**src/rtl/vend_pkg.sv**
```systemverilog
package vend_pkg;

  typedef enum logic [1:0] {
    ST_COLLECT,
    ST_VEND,
    ST_CHANGE
  } vend_state_e;

  localparam int unsigned DEF_NICKEL_VAL  = 1;
  localparam int unsigned DEF_DIME_VAL    = 2;
  localparam int unsigned DEF_QUARTER_VAL = 5;

  function automatic int unsigned umax(input int unsigned a, input int unsigned b);
    return (a > b) ? a : b;
  endfunction

  function automatic int unsigned umin(input int unsigned a, input int unsigned b);
    return (a < b) ? a : b;
  endfunction

endpackage

```
**src/rtl/vend_change_dispenser.sv**
```systemverilog
// Greedy dime/nickel change serializer over a valid/ready handshake.
// Ports: i_load/i_amount start a dispense; o_ret_valid/o_ret_dime present a
// coin until i_ret_ready; o_done flags the handshake of the last coin.
module vend_change_dispenser #(
  parameter int unsigned AMT_W = 3
) (
  input  logic             i_clk,
  input  logic             i_rst,
  input  logic             i_load,
  input  logic [AMT_W-1:0] i_amount,
  input  logic             i_ret_ready,
  output logic             o_ret_valid,
  output logic             o_ret_dime,
  output logic             o_done
);

  logic [AMT_W-1:0] remaining_q;
  logic [AMT_W-1:0] step;
  logic [AMT_W-1:0] rem_after;

  always_comb begin
    step      = o_ret_dime ? AMT_W'(2) : AMT_W'(1);
    rem_after = remaining_q - step;
    o_done    = o_ret_valid && i_ret_ready && (rem_after == '0);
  end

  // Valid drops for one cycle after each accepted coin, so the next coin is
  // presented no sooner than the cycle after the handshake.
  always_ff @(posedge i_clk) begin
    if (i_rst) begin
      remaining_q <= '0;
      o_ret_valid <= 1'b0;
      o_ret_dime  <= 1'b0;
    end else if (i_load) begin
      remaining_q <= i_amount;
      o_ret_valid <= (i_amount != '0);
      o_ret_dime  <= (i_amount > AMT_W'(1));
    end else if (o_ret_valid) begin
      if (i_ret_ready) begin
        remaining_q <= rem_after;
        o_ret_valid <= 1'b0;
        o_ret_dime  <= 1'b0;
      end
    end else if (remaining_q != '0) begin
      o_ret_valid <= 1'b1;
      o_ret_dime  <= (remaining_q > AMT_W'(1));
    end
  end

endmodule

```
**src/rtl/vend_ctrl_param.sv**
```systemverilog
// Parametrised single-product vending controller: credit FSM, overflow
// rejection, cancel/refund, and coin-by-coin change return.
// Ports: coin inputs i_nickle/i_dime/i_quarter, i_cancel; vend pulse o_soda
// with o_change total; o_credit, o_busy, o_coin_reject; change return via
// o_ret_valid/o_ret_dime/i_ret_ready.
module vend_ctrl_param
  import vend_pkg::*;
#(
  parameter  int unsigned PRICE       = 4,
  parameter  int unsigned MAX_CREDIT  = 11,
  parameter  int unsigned NICKEL_VAL  = DEF_NICKEL_VAL,
  parameter  int unsigned DIME_VAL    = DEF_DIME_VAL,
  parameter  int unsigned QUARTER_VAL = DEF_QUARTER_VAL,
  localparam int unsigned CREDIT_W    = $clog2(MAX_CREDIT + 1),
  localparam int unsigned CHANGE_W    =
    umax($clog2(umax(MAX_CREDIT - PRICE, PRICE - 1) + 1), 1)
) (
  input  logic                i_clk,
  input  logic                i_rst,
  input  logic                i_nickle,
  input  logic                i_dime,
  input  logic                i_quarter,
  input  logic                i_cancel,
  output logic                o_soda,
  output logic [CHANGE_W-1:0] o_change,
  output logic [CREDIT_W-1:0] o_credit,
  output logic                o_busy,
  output logic                o_coin_reject,
  output logic                o_ret_valid,
  output logic                o_ret_dime,
  input  logic                i_ret_ready
);

  localparam int unsigned ACC_W =
    $clog2(MAX_CREDIT + NICKEL_VAL + DIME_VAL + QUARTER_VAL + 1);
  // A refund with same-cycle coins can exceed the vend change range; such a
  // batch is refused so the refund total always fits o_change.
  localparam int unsigned REFUND_MAX = umin(MAX_CREDIT, (2 ** CHANGE_W) - 1);

  vend_state_e state_q, state_d;

  logic [ACC_W-1:0]    batch;
  logic [ACC_W-1:0]    total;
  logic                coin_any;
  logic [CREDIT_W-1:0] credit_d;
  logic                soda_d;
  logic [CHANGE_W-1:0] change_d;
  logic                reject_d;
  logic                load;
  logic [CHANGE_W-1:0] load_amt;
  logic                disp_done;

  always_comb begin
    batch = '0;
    if (i_nickle)  batch = batch + ACC_W'(NICKEL_VAL);
    if (i_dime)    batch = batch + ACC_W'(DIME_VAL);
    if (i_quarter) batch = batch + ACC_W'(QUARTER_VAL);
    total    = ACC_W'(o_credit) + batch;
    coin_any = i_nickle | i_dime | i_quarter;
  end

  always_comb begin
    state_d  = state_q;
    credit_d = o_credit;
    soda_d   = 1'b0;
    change_d = '0;
    reject_d = 1'b0;
    load     = 1'b0;
    load_amt = '0;

    unique case (state_q)
      ST_COLLECT: begin
        if (i_cancel) begin
          if (total <= ACC_W'(REFUND_MAX)) begin
            load_amt = CHANGE_W'(total);
          end else begin
            reject_d = coin_any;
            load_amt = CHANGE_W'(o_credit);
          end
          if (load_amt != '0) begin
            change_d = load_amt;
            load     = 1'b1;
            credit_d = '0;
            state_d  = ST_CHANGE;
          end
        end else if (total > ACC_W'(MAX_CREDIT)) begin
          reject_d = 1'b1;
        end else if (total >= ACC_W'(PRICE)) begin
          soda_d   = 1'b1;
          change_d = CHANGE_W'(total - ACC_W'(PRICE));
          credit_d = '0;
          state_d  = ST_VEND;
        end else begin
          credit_d = CREDIT_W'(total);
        end
      end

      ST_VEND: begin
        reject_d = coin_any;
        if (o_change != '0) begin
          load     = 1'b1;
          load_amt = o_change;
          state_d  = ST_CHANGE;
        end else begin
          state_d = ST_COLLECT;
        end
      end

      ST_CHANGE: begin
        reject_d = coin_any;
        if (disp_done) state_d = ST_COLLECT;
      end

      default: state_d = ST_COLLECT;
    endcase
  end

  always_ff @(posedge i_clk) begin
    if (i_rst) begin
      state_q       <= ST_COLLECT;
      o_credit      <= '0;
      o_soda        <= 1'b0;
      o_change      <= '0;
      o_coin_reject <= 1'b0;
      o_busy        <= 1'b0;
    end else begin
      state_q       <= state_d;
      o_credit      <= credit_d;
      o_soda        <= soda_d;
      o_change      <= change_d;
      o_coin_reject <= reject_d;
      o_busy        <= (state_d != ST_COLLECT);
    end
  end

  vend_change_dispenser #(
    .AMT_W(CHANGE_W)
  ) u_dispenser (
    .i_clk      (i_clk),
    .i_rst      (i_rst),
    .i_load     (load),
    .i_amount   (load_amt),
    .i_ret_ready(i_ret_ready),
    .o_ret_valid(o_ret_valid),
    .o_ret_dime (o_ret_dime),
    .o_done     (disp_done)
  );

endmodule
```
**config.mk**
```make
export PLATFORM = sky130hd
export DESIGN_NAME = vend_ctrl_param
export DESIGN_NICKNAME = d
export VERILOG_FILES = /design/src/rtl/vend_pkg.sv /design/src/rtl/vend_change_dispenser.sv /design/src/rtl/vend_ctrl_param.sv
export SDC_FILE = /design/constraint.sdc
export NUM_CORES = 1
export LEC_CHECK = 0
export CORE_AREA = 3 3 89 49
export CTS_CLUSTER_DIAMETER = 60
export DETAILED_ROUTE_END_ITERATION = 7
export DIE_AREA = 0 0 92 52
export PLACE_DENSITY = 0.62
export SLEW_MARGIN = 20
export SYNTH_ARGS = -nofsm -noshare
export SYNTH_HDL_FRONTEND = slang
export SYNTH_SLANG_ARGS = --single-unit
```
**constraint.sdc**
```tcl
create_clock -name i_clk -period 3.7 [get_ports i_clk]
set_input_delay 0.74 -clock i_clk [delete_from_list [all_inputs] [get_ports i_clk]]
set_output_delay 0.74 -clock i_clk [all_outputs]
set_load 0.03 [all_outputs]
```
==> results.cfg, run 1 <==
[timing]
finalSetupViolCount = 0
max_freq_ghz = 0.304
min_period_ns = 3.29
clock_skew_ns = 0.00161
worst_slack_ns = 0.414
maxSlewHeadroom_pct = 62.2
final_max_slew_viol_count = 0
hold_viol = 0
rsz0062_at_grt = false
min_period_over_period_pct = 88.8
worstMarginPinSlew_ns = 0.565

[floorplan]
start_util_pct = 33.8
core_mm2 = 0.00372
std_cell_rows = 16
io_pins = 19
die_area_mm2 = 0.00478
fp.dieH_um = 52
fp.dieW_um = 92

[hold_path]
hp-class = reg -> reg
hp-start = o_credit[3]

[place]
dpl_worst_slack_ns = -0.319
post-dp-hpwl_um = 2550
gp_congestion = 0.814
io_buffers = 18

[finish]
nets = 194
drive_above_1_share_pct = 19.7
regArea_um2 = 340
n_antenna_cell = 0
fillers = 365
syn_to_final_growth_pct = 32.3
multiInputGateArea_um2 = 872

[global_routing]
grt_max_degree = 15
antenna_found_initial = 0
grt.total_usage_pct = 14.6
grt_overflow = 0
grt_pass1_vias = 1137
grt_pass1_wl_um = 5350

[synthesis]
synthTopCellsByCount = dfxtp_1, inv_1, ha_1
syn_area_mm2 = 0.00126
synth_nets = 162
synth.distinct_cells = 48
avgSynthCellArea_um2 = 8.87
yosys_register_bits = 17
yosys_warnings = 0
synth_area_leaders = dfxtp_1, ha_1, inv_1, a21oi_1, fa_1
synth_top_area_share_pct = 27.0
async_flop_share_pct = 0
synth_ff_type = dfxtp_1
synth_area_leader_cell = dfxtp_1
ys_seq_area_share_pct = 27.0
synth_edf_count = 0
netlist_instances = 142

[route]
drc_errors = 0
via_per_inst = 5.28
vias = 1199
wl_met2_um = 1480
wl_per_cell_um = 15.1
met3WireLength_um = 195
top_layer_used = met4
drt-met1-wl_um = 1690
drtIter0Drc = 117
ant_nets = 0
routed_wirelength_um = 3420
first_pass_iters = 4

[worst_setup_path]
crit_path_start = i_nickle
critical_path.max_fanout = 5
critical_path_class = in -> reg
cp-end-kind = register
max_stage_delay_ns = 0.39
cp_common_cell = buf_4
r2r-start = o_credit[0]
crit_required_ns = 3.82
critical_path_arrival_ns = 3.41
cp_cell_sequence = dlymetal6s2s_1, buf_4, xor2_2, ha_1, inv_1, fa_2, nor4bb_1, and3_4, buf_4, o211ai_1, a32oi_4, a32oi_2, buf_4, nor3_1
start_kind = input pin
crit_slowest_cell = o211ai_1

[clock_network]
numCtsBuffers = 3
insertion_delay_ns = 0.26
cts_sinks = 17
cts_tree = yes
clk_pin_slew_ns = 0.06
cts_root_buf = clkbuf_8
htreeDepth = 1
clk_path_buf_depth = 2
hold_buffers = 0

[power]
p_leak_nw = 0.685
p_per_area_mw_per_mm2 = 448
ir_drop_v = 0.000156
total_power_uw = 746

[flow_run]
maxCapViolCount = 0

[status]
status = completed
-- timing repair --
item,in CTS,in global routing
endpoints found under the setup margin,7,14
setup buffers,0,3
gates resized for setup,1,11
pin swaps,0,7
gates cloned,0,0
-- sequential cells by signal (all words and copies together) (netlist names) --
signal,flops
o_credit,4
state_q,2
u_dispenser.remaining_q,3
u_dispenser.o_ret_valid,1
o_coin_reject,1
u_dispenser.o_ret_dime,1
o_busy,1
o_soda,1
o_change,3
-- metal layers --
metal  vias to the layer above  GRT usage (%)
li1                        594              -
met1                       564           20.3
met2                        35           21.0
met3                         6           4.91
met4                         0           4.93
met5                         -              0
-- worst max-delay path: cells and delay by family --
kind | cells | cell delay [ns]
xor gates and xnor gates | 1 | 0.18
buffers and inverters | 5 | 0.64
adders and majority gates | 2 | 0.55
and+or+nand+nor | 3 | 0.39
AOI/OAI and AO/OA | 3 | 0.90
-- path summary, 6_finish.rpt --
kind                 endpoint  slack, ns  cells past startpoint
setup / recovery   state_q[0]       0.41                     14
hold / removal    o_credit[3]       0.51                      1
setup reg to reg   state_q[0]       0.94                     11
hold reg to reg   o_credit[3]       0.51                      1
-- power breakdown --
part           leakage (nW)  switching [mW]  internal [mW]
Combinational         0.523           0.198          0.161
Clock                0.0228          0.0637         0.0766
Sequential            0.140          0.0330          0.213
Total                 0.685           0.295          0.451
-- logic make-up (layout without fill, tap and decap cells) --
kind of cell    count (synthesis)  after routing  share of synthesized area, %
simple gates                   36             36                          16.6
compound gates                 51             51                          31.6
xor+xnor                        3              3                          2.09
mux                             2              2                          1.79
fa+ha+maj                      13             13                          14.1
flops                          17             17                          27.0
buf+inv                        20             51                          6.85
-- cell usage in the layout, fill, tap and decap left out, types with 4 or more instances in the layout --
cell type / instances
nand2_1: 4
buf_4: 12
nor2_1: 8
clkdlybuf4s50_1: 15
o21ai_0: 5
ha_1: 11
o211ai_1: 4
a21oi_1: 10
a211oi_1: 4
a22oi_1: 4
inv_1: 15
dfxtp_1: 17
-- stage by stage --
step | area (um2) | TNS, ns | instances | utilization (%) | hold slack [ns]
after floorplan | 1260 | 0 | 142 | - | 0.522
after global placement | 1550 | -2.02 | 220 | 41.7 | 0.498
after detailed placement | 1550 | -3.53 | 220 | 41.7 | 0.497
after CTS | 1600 | -0.0495 | 224 | 42.9 | 0.510
after global routing | 1670 | 0 | 227 | 44.8 | 0.540
final | 1670 | 0 | 227 | 44.8 | 0.507
-- area by class of cell --
| cell class | instances | share of cell area (%) |
|---|---|---|
| multi-input cells | 105 | 52.3 |
| flip-flops and latches | 17 | 20.4 |
| clock buffers | 4 | 2.70 |
| repair buffers | 30 | 16.7 |
| inverters | 17 | 3.83 |
| well taps | 54 | 4.05 |
(Power assumes the default switching activity.)
==> run 2: changes to the inputs <==
--- a/config.mk
+++ b/config.mk
@@ -5,11 +5,11 @@
 export SDC_FILE = /design/constraint.sdc
 export NUM_CORES = 1
 export LEC_CHECK = 0
-export CORE_AREA = 3 3 89 49
+export CORE_AREA = 3 3 53 55
 export CTS_CLUSTER_DIAMETER = 60
 export DETAILED_ROUTE_END_ITERATION = 7
-export DIE_AREA = 0 0 92 52
-export PLACE_DENSITY = 0.62
+export DIE_AREA = 0 0 56 58
+export PLACE_DENSITY = 0.83
 export SLEW_MARGIN = 20
 export SYNTH_ARGS = -nofsm -noshare
 export SYNTH_HDL_FRONTEND = slang
==> constraint.sdc (replaced) <==
create_clock -name i_clk -period 3.7 [get_ports i_clk]
set_input_delay 0.74 -clock i_clk [delete_from_list [all_inputs] [get_ports i_clk]]
set_output_delay 0.74 -clock i_clk [all_outputs]
set_load 0.005 [all_outputs]
==> results.cfg, run 2 (synthesis results as in run 1) <==
[flow_run]
maxCapViolCount = 0

[route]
drc_errors = 0
drtIter0Drc = 32
routed_wirelength_um = 3310
vias = 1246
wl_per_cell_um = 16.0
first_pass_iters = 4
ant_nets = 0
via_per_inst = 6.05

[finish]
n_antenna_cell = 0
reg_top3 = o_credit (4), o_change (3), u_dispenser.remaining_q (3)
syn_to_final_growth_pct = 33.6
drive_above_1_share_pct = 23.9
final_cell_mix = inv_1, clkdlybuf4s50_1, dfxtp_1, buf_4, ha_1
fin_area_mm2 = 0.00168
regMostFlops = o_credit
nets = 197
largest_reg_flops = 4
fillers = 178

[hold_path]
hp-start = o_credit[3]
hold_depth = 1
hp-class = reg -> reg
whs_endpoint = o_credit[3]

[worst_setup_path]
r2r-start = o_credit[0]
start_kind = input pin
cp_top_family = compound AO/OA/AOI/OAI gates
cp_cell_sequence = clkdlybuf4s50_1, inv_1, ha_1, nand2_2, o21ai_2, ha_1, a21o_1, a2111oi_4, o211ai_1, a32o_2, a211oi_1, o21ba_1
crit_path_start = i_dime
r2r_end = u_dispenser.remaining_q[2]
rr_worst_depth = 9
cp-end-kind = register
critical_path_class = in -> reg
rrSetupSlack_ns = 0.99
crit_slowest_cell = clkdlybuf4s50_1
critical_path_arrival_ns = 3.83
critical_path.max_fanout = 6
crit_required_ns = 3.94
timing.critical_path.buf_inv = 2
max_stage_delay_ns = 0.48
cp_common_cell = ha_1

[place]
gp_congestion = 0.901
io_buffers = 18
dpl_worst_slack_ns = -0.282
placed_area_mm2 = 0.00153
post-dp-hpwl_um = 2360

[clock_network]
cts_tree = yes
cts_root_buf = clkbuf_4
insertion_delay_ns = 0.29
numCtsBuffers = 3
clk_path_buf_depth = 2
htreeDepth = 1
cts_sinks = 17
hold_buffers = 0
clk_pin_slew_ns = 0.09

[timing]
clock_skew_ns = 0.00118
max_freq_ghz = 0.279
finalSetupViolCount = 0
worst_slack_ns = 0.113
min_period_ns = 3.59
worstMarginPinSlew_ns = 0.591
hold_viol = 0
maxSlewHeadroom_pct = 60.5
final_max_slew_viol_count = 0
min_period_over_period_pct = 97.0

[floorplan]
std_cell_rows = 18
die_area_mm2 = 0.00325
start_util_pct = 51.8
fp.dieH_um = 58
core_mm2 = 0.00243
fp.dieW_um = 56
io_pins = 19

[power]
switching_share_pct = 38.4
p_per_area_mw_per_mm2 = 410
seqPwrFrac_pct = 35.3
pwr-share-clk_pct = 14.3
p_int_uw = 425
share_comb_of_total_power_pct = 50.5
power_switching_uw = 265
p_leak_nw = 0.697
ir_drop_v = 0.000396

[status]
status = completed

[global_routing]
grt_max_degree = 15
grt_overflow = 0
grt_pass1_vias = 1196
grt_pass1_wl_um = 5310
grt.total_usage_pct = 20.2
antenna_found_initial = 0
run 2: layout make-up:
| class | count | area, um2 | area share [%] |
|---|---|---|---|
| inverter | 17 | 63.8 | 3.79 |
| sequential | 17 | 340 | 20.2 |
| multi-input combinational | 105 | 920 | 54.6 |
| clock buffer | 4 | 26.3 | 1.56 |
| timing repair buffer | 33 | 295 | 17.5 |
| tap | 30 | 37.5 | 2.23 |
run 2: through the flow:
| step | setup TNS [ns] | power [mW] | hold slack [ns] | std cells | util, % |
|---|---|---|---|---|---|
| finish | 0 | 0.690 | 0.520 | 206 | 69.2 |
| global route | -0.287 | 0.748 | 0.537 | 206 | 69.2 |
| CTS | 0 | 0.642 | 0.513 | 201 | 64.0 |
| detailed placement | -3.03 | 0.541 | 0.495 | 197 | 62.9 |
| global placement | -1.03 | 0.532 | 0.487 | 197 | 62.9 |
| floorplan | 0 | 0.435 | 0.491 | 142 | - |
run 2: layer usage:
metal	vias up	track usage [%]	wire length [um]
li1	603	-	-
met2	33	33.9	1670
met4	0	6.44	67
met1	602	26.2	1420
met5	-	0	0
met3	8	4.23	151
run 2: worst reg2reg max path, cell delays in order, from the launching register on:
cell	delay, ns
dfxtp_1	0.41
ha_1	0.19
inv_1	0.06
fa_2	0.34
nor4bb_1	0.15
and3_4	0.20
or4_4	0.53
a32o_2	0.34
a211oi_1	0.30
o21ba_1	0.15
run 2: timing repair:
item / CTS / global route
setup buffers: 0 / 5
gates resized for setup: 0 / 19
setup endpoints to repair: 0 / 13
run 2: power by group through the flow:
stage	clock [mW]	sequential, mW	combinational [mW]
after floorplan	0	0.243	0.192
after global placement	0	0.245	0.287
after detailed placement	0	0.247	0.294
after CTS	0.103	0.243	0.296
after global routing	0.112	0.250	0.387
final	0.0985	0.243	0.348
run 2: worst max-delay path by stage:
stage | to | depth (start not counted)
global placement | o_busy | 13
CTS | o_busy | 13
floorplan | o_busy | 13
finish | u_dispenser.remaining_q[2] | 12
global route | u_dispenser.remaining_q[2] | 12
detailed placement | o_busy | 13
==> variant 1 (config.mk and constraints of run 2) <==
Register the output `o_credit` once more, with the module's reset; this adds one clock of latency there. The other outputs are not delayed to match.
--- a/src/rtl/vend_ctrl_param.sv
+++ b/src/rtl/vend_ctrl_param.sv
@@ -37,6 +37,8 @@
   // batch is refused so the refund total always fits o_change.
   localparam int unsigned REFUND_MAX = umin(MAX_CREDIT, (2 ** CHANGE_W) - 1);
 
+  logic [CREDIT_W-1:0] o_credit_s0;
+
   vend_state_e state_q, state_d;
 
   logic [ACC_W-1:0]    batch;
@@ -55,13 +57,13 @@
     if (i_nickle)  batch = batch + ACC_W'(NICKEL_VAL);
     if (i_dime)    batch = batch + ACC_W'(DIME_VAL);
     if (i_quarter) batch = batch + ACC_W'(QUARTER_VAL);
-    total    = ACC_W'(o_credit) + batch;
+    total    = ACC_W'(o_credit_s0) + batch;
     coin_any = i_nickle | i_dime | i_quarter;
   end
 
   always_comb begin
     state_d  = state_q;
-    credit_d = o_credit;
+    credit_d = o_credit_s0;
     soda_d   = 1'b0;
     change_d = '0;
     reject_d = 1'b0;
@@ -75,7 +77,7 @@
             load_amt = CHANGE_W'(total);
           end else begin
             reject_d = coin_any;
-            load_amt = CHANGE_W'(o_credit);
+            load_amt = CHANGE_W'(o_credit_s0);
           end
           if (load_amt != '0) begin
             change_d = load_amt;
@@ -118,14 +120,14 @@
   always_ff @(posedge i_clk) begin
     if (i_rst) begin
       state_q       <= ST_COLLECT;
-      o_credit      <= '0;
+      o_credit_s0   <= '0;
       o_soda        <= 1'b0;
       o_change      <= '0;
       o_coin_reject <= 1'b0;
       o_busy        <= 1'b0;
     end else begin
       state_q       <= state_d;
-      o_credit      <= credit_d;
+      o_credit_s0   <= credit_d;
       o_soda        <= soda_d;
       o_change      <= change_d;
       o_coin_reject <= reject_d;
@@ -146,4 +148,12 @@
     .o_done     (disp_done)
   );
 
+  always_ff @(posedge i_clk) begin
+    if (i_rst) begin
+      o_credit <= '0;
+    end else begin
+      o_credit <= o_credit_s0;
+    end
+  end
+
 endmodule
Check against the original RTL: not equivalent (Yosys sat finds a counterexample within 4 cycles, from zero or initial values and one cycle with i_rst high).
==> variant 1 against run 2 <==
- critical path depth is the same
- sequential cell count grew 4
- clock power grew 18%
- worst hold slack lost 0.022 ns
- wire length shrank 3.3%
- register-to-register slack gained 0.07 ns
- synthesized area grew 10%
- count of clock-buffer cells in the layout shrank 1
- cell area grew 1.9%
- worst setup slack gained 0.067 ns
- total power grew 0.50%
- largest cell class unchanged
- largest power group unchanged
- highest routed layer unchanged
==> variant 1: results (changes against run 2) <==
IO Port Bufs = 18 (unchanged)
Max VDD drop = 0.3607 mV (-8.8%)
Synth cell types = 46 (-4.2%)
Root Driver = clkbuf_4
DR iter-0 viols = 56 (+75%)
Cts repair resizes = 0 (unchanged)
Global-route wire length before repair = 5520 microns (+3.9%)
Largest net degree at the start of global routing = 16 (+1)
# diodes = 0 (unchanged)
Status = complete, no violations
Hold_buf cts = 0 (unchanged)
Final GP Congestion = 0.8659 (-3.9%)
Detailed Routing Iterations Pass 1 = 4 (unchanged)
Biggest regs = o_credit (4), o_credit_s0 (4)
Seq/Total Area, Yosys = 30.32% (+3.3 points)
Leak = 0.7235 nW (+3.8%)
CP max FO = 5 (-1)
Vias per inst = 5.783 (-4.4%)
GRT Util Overall = 21.53% (+1.3 points)
Number of fill cells = 195 (+9.6%)
Syn nets = 179 (+10%)
Clock latency on the worst-skew pair = 0.32 ns (+0.03 ns)
Top cells by count, synth = 21 x dfxtp_1, 16 x nor2_1, 15 x inv_1, 12 x nand2_1, 11 x ha_1
H-tree depth = 1 (unchanged)
HP Class = reg -> reg
Worst Tran Pin Value = 0.6072 ns (+0.01664 ns)
Nets = 212 (+7.6%)
Antenna violations before repair = 0 (unchanged)
Detailed Place HPWL = 2653 microns (+13%)
CTS clk-pin slew, worst paths = 0.12 ns (+0.03 ns)
Ys flop type = dfxtp_1
Vias in the first global route = 1,272 (+6.4%)
Clock buffer count from CTS = 3 (unchanged)
Final Skew = 0.004860 ns (+0.003679 ns)
Top cells by area, synth = dfxtp_1 30%, ha_1 9.9%, nor2_1 4.3%, inv_1 4.1%, nand2_1 3.2%
Max clock buf depth = 2 (unchanged)
Post-CTS setup buffer count = 0 (unchanged)
Post-Place Worst Slack = -0.1393 ns (+0.1429 ns)
Ys async rst share = 0% (unchanged)
Layout cell share with drive strength beyond 1 = 14.66% (-9.2 points)
Ys Warns = 0 (unchanged)
Wirelength per Cell = 14.47 microns (-9.8%)
## variant 1: logic make-up (layout without fill, tap and decap cells)
| logic type | Yosys count | in the layout | synth area share [%] |
|---|---|---|---|
| xor gates and xnor gates | 5 | 5 | 4.152 |
| DFF | 21 | 21 | 30.32 |
| muxes | 4 | 4 | 3.429 |
| and+or+nand+nor | 56 | 56 | 19.67 |
| buffers and inverters | 20 | 52 | 6.317 |
| adders and majority gates | 13 | 13 | 12.82 |
| AOI/OAI and AO/OA | 40 | 40 | 23.29 |
## variant 1: final timing paths
path	start	endpoint	slack [ns]	depth (start not counted)
min	o_credit_s0[3]	o_credit[3]	0.50	1
max reg2reg	o_credit_s0[0]	u_dispenser.o_ret_dime	1.06	9
min reg2reg	o_credit_s0[3]	o_credit[3]	0.50	1
max	i_nickle	u_dispenser.o_ret_dime	0.18	12
## variant 1: routing by layer
metal	part of all wire (%)	track usage, %
met1	44	26.63
met2	49	37.90
met3	6.6	5.791
met4	0.66	4.407
met5	0	0
## variant 1: cell type report
cell class | instances | area, sq um | area share [%]
multi-input combinational | 118 | 878.3 | 51.20
sequential | 21 | 420.4 | 24.51
timing repair buffer | 33 | 292.8 | 17.07
inverter | 15 | 56.30 | 3.282
tap | 30 | 37.54 | 2.188
clock buffer | 3 | 22.52 | 1.313
clock inverter | 1 | 7.507 | 0.4376
## variant 1: power by group
part | leakage, nW | internal, mW | switching (mW) | total (mW)
combinational | 0.538 | 0.150 | 0.147 | 0.297
sequential | 0.172 | 0.256 | 0.0242 | 0.280
clock | 0.0139 | 0.0414 | 0.0749 | 0.116
## variant 1: worst max-delay path: stages
cell and delay (ns):
clkdlybuf4s50_1 0.47, inv_1 0.05, ha_1 0.27, nand2_1 0.06, o21ai_0 0.12, ha_1 0.32
a21o_1 0.24, a2111oi_4 0.37, or2_1 0.27, mux2_4 0.34, a2111o_1 0.37, a41oi_2 0.13
## variant 1: per-stage QoR
step                      util [%]  std cells  instance area [sq um]  power (mW)  hold slack (ns)
final                        70.52        221                   1715      0.6936           0.4977
after global routing         70.52        221                   1715      0.7414           0.5242
after floorplan                  -        159                   1386      0.4674           0.4587
after global placement       69.29        217                   1685      0.5673           0.4831
after detailed placement     69.29        217                   1685      0.5821           0.4766
after CTS                    70.52        221                   1715      0.6973           0.4994
==> variant 2 (flow settings as in run 2) <==
Without the edit above. Set the package constant `DEF_QUARTER_VAL` to 10 (it was 5).
--- a/src/rtl/vend_pkg.sv
+++ b/src/rtl/vend_pkg.sv
@@ -8,7 +8,7 @@
 
   localparam int unsigned DEF_NICKEL_VAL  = 1;
   localparam int unsigned DEF_DIME_VAL    = 2;
-  localparam int unsigned DEF_QUARTER_VAL = 5;
+  localparam int unsigned DEF_QUARTER_VAL = 10;
 
   function automatic int unsigned umax(input int unsigned a, input int unsigned b);
     return (a > b) ? a : b;
Check against the original RTL: not equivalent (Yosys sat finds a counterexample within 4 cycles, from zero or initial values and one cycle with i_rst high).
==> variant 2 against run 2 <==
- worst setup slack gained 0.14 ns
- fmax is 4.0% higher
- critical path depth shrank 1
- global-route usage fell by 0.75 points
- wire length decreased by 12%
- clock power grew 6%
- cell area is 15% lower
- utilization down 10 points
- sequential cell count is the same
- total power is 21% lower
- synthesized area is 4.2% lower
- non-clock buffer count down 12
- final cell count shrank 8.3%
- critical path type unchanged
- highest routed layer unchanged
==> variant 2: results (changes against run 2) <==
Vias = 1,141 (-8.4%)
Layout cell share with drive strength beyond 1 = 9.434% (-14 points)
Worst path slowest cell = a311oi_1
Synth Area in Compound Gates = 26.94% (-4.6 points)
Final Non-Filler Cells = 189 (-8.3%)
Post-route cell area = 1438 sq um (-15%)
Synth Area in XOR/XNOR = 2.902% (+0.82 points)
Number of fill cells = 208 (+17%)
Post-Synth Adder-Cell Area = 13.68% (-0.42 points)
Flop-to-flop setup slack = 0.80 ns (-0.19 ns)
CP arrival = 3.62 ns (-0.21 ns)
Leak = 0.5902 nW (-15%)
Max VDD drop = 0.2125 mV (-46%)
Top cells by count, synth = 17 x dfxtp_1, 13 x inv_1, 10 x ha_1, 9 x a21oi_1, 9 x nor2_1
Final setup margin = 0.2498 ns (+0.1371 ns)
Top cells by area, synth = dfxtp_1 28%, ha_1 10%, inv_1 4.0%, a21oi_1 3.7%, fa_1 3.3%
Post-Place Worst Slack = 0.01464 ns (+0.2968 ns)
CTS clk-pin slew, worst paths = 0.11 ns (+0.02 ns)
DR iter-0 viols = 56 (+75%)
Final GP Congestion = 0.8816 (-2.1%)
Global-route wire length before repair = 5154 microns (-3.0%)
Final Skew = 0.003759 ns (+0.002579 ns)
Crit path from = i_quarter
Detailed Place HPWL = 2274 microns (-3.5%)
Worst-case reg-to-reg path depth = 10 (+1)
Synthesized area per cell = 8.686 sq um (-2.1%)
Status = complete, no violations
Vias in the first global route = 1,172 (-2.0%)
[variant 2: cell count changes after synthesis, moves of 3 or more]
cell,run 2,this run
nand3_1,3,6
nand2_1,4,8
a211oi_1,4,0
o31ai_1,1,4
a221oi_1,3,0
inv_1,17,13
xnor2_1,0,3
o211ai_1,4,1
a311oi_1,0,3
[variant 2: per-layer routing]
| layer | vias up | GRT usage [%] | wire length (microns) |
|---|---|---|---|
| li1 | 548 | - | - |
| met1 | 537 | 24.31 | 1255 |
| met2 | 45 | 34.06 | 1430 |
| met3 | 11 | 2.673 | 146 |
| met4 | 0 | 7.797 | 59 |
| met5 | - | 0 | 0 |
[variant 2: logic make-up after synthesis]
family	Yosys count
compound gates	44
simple gates	40
buf+inv	18
flops	17
fa+ha+maj	12
xor+xnor	4
mux	4
[variant 2: cell type report]
class                   instances  area share, %
clock buffers                   3          1.567
clock inverters                 1         0.3481
inverters                      13          3.394
multi-input cells             104          54.31
flip-flops and latches         17          23.67
well taps                      30          2.611
repair buffers                 21          14.10
[variant 2: power by group]
| group | internal [mW] | switching [mW] | total (mW) | leakage (nW) |
|---|---|---|---|---|
| Clock | 0.0403 | 0.0641 | 0.104 | 0.0177 |
| Combinational | 0.105 | 0.105 | 0.211 | 0.433 |
| Sequential | 0.205 | 0.0220 | 0.228 | 0.139 |
| Total | 0.351 | 0.192 | 0.543 | 0.590 |
[variant 2: worst max-delay path: cells and delay by family]
family	cells	cell delay (ns)
AOI/OAI and AO/OA	3	0.91
xor gates and xnor gates	1	0.25
adders and majority gates	2	0.75
and+or+nand+nor	2	0.24
buffers and inverters	3	0.72
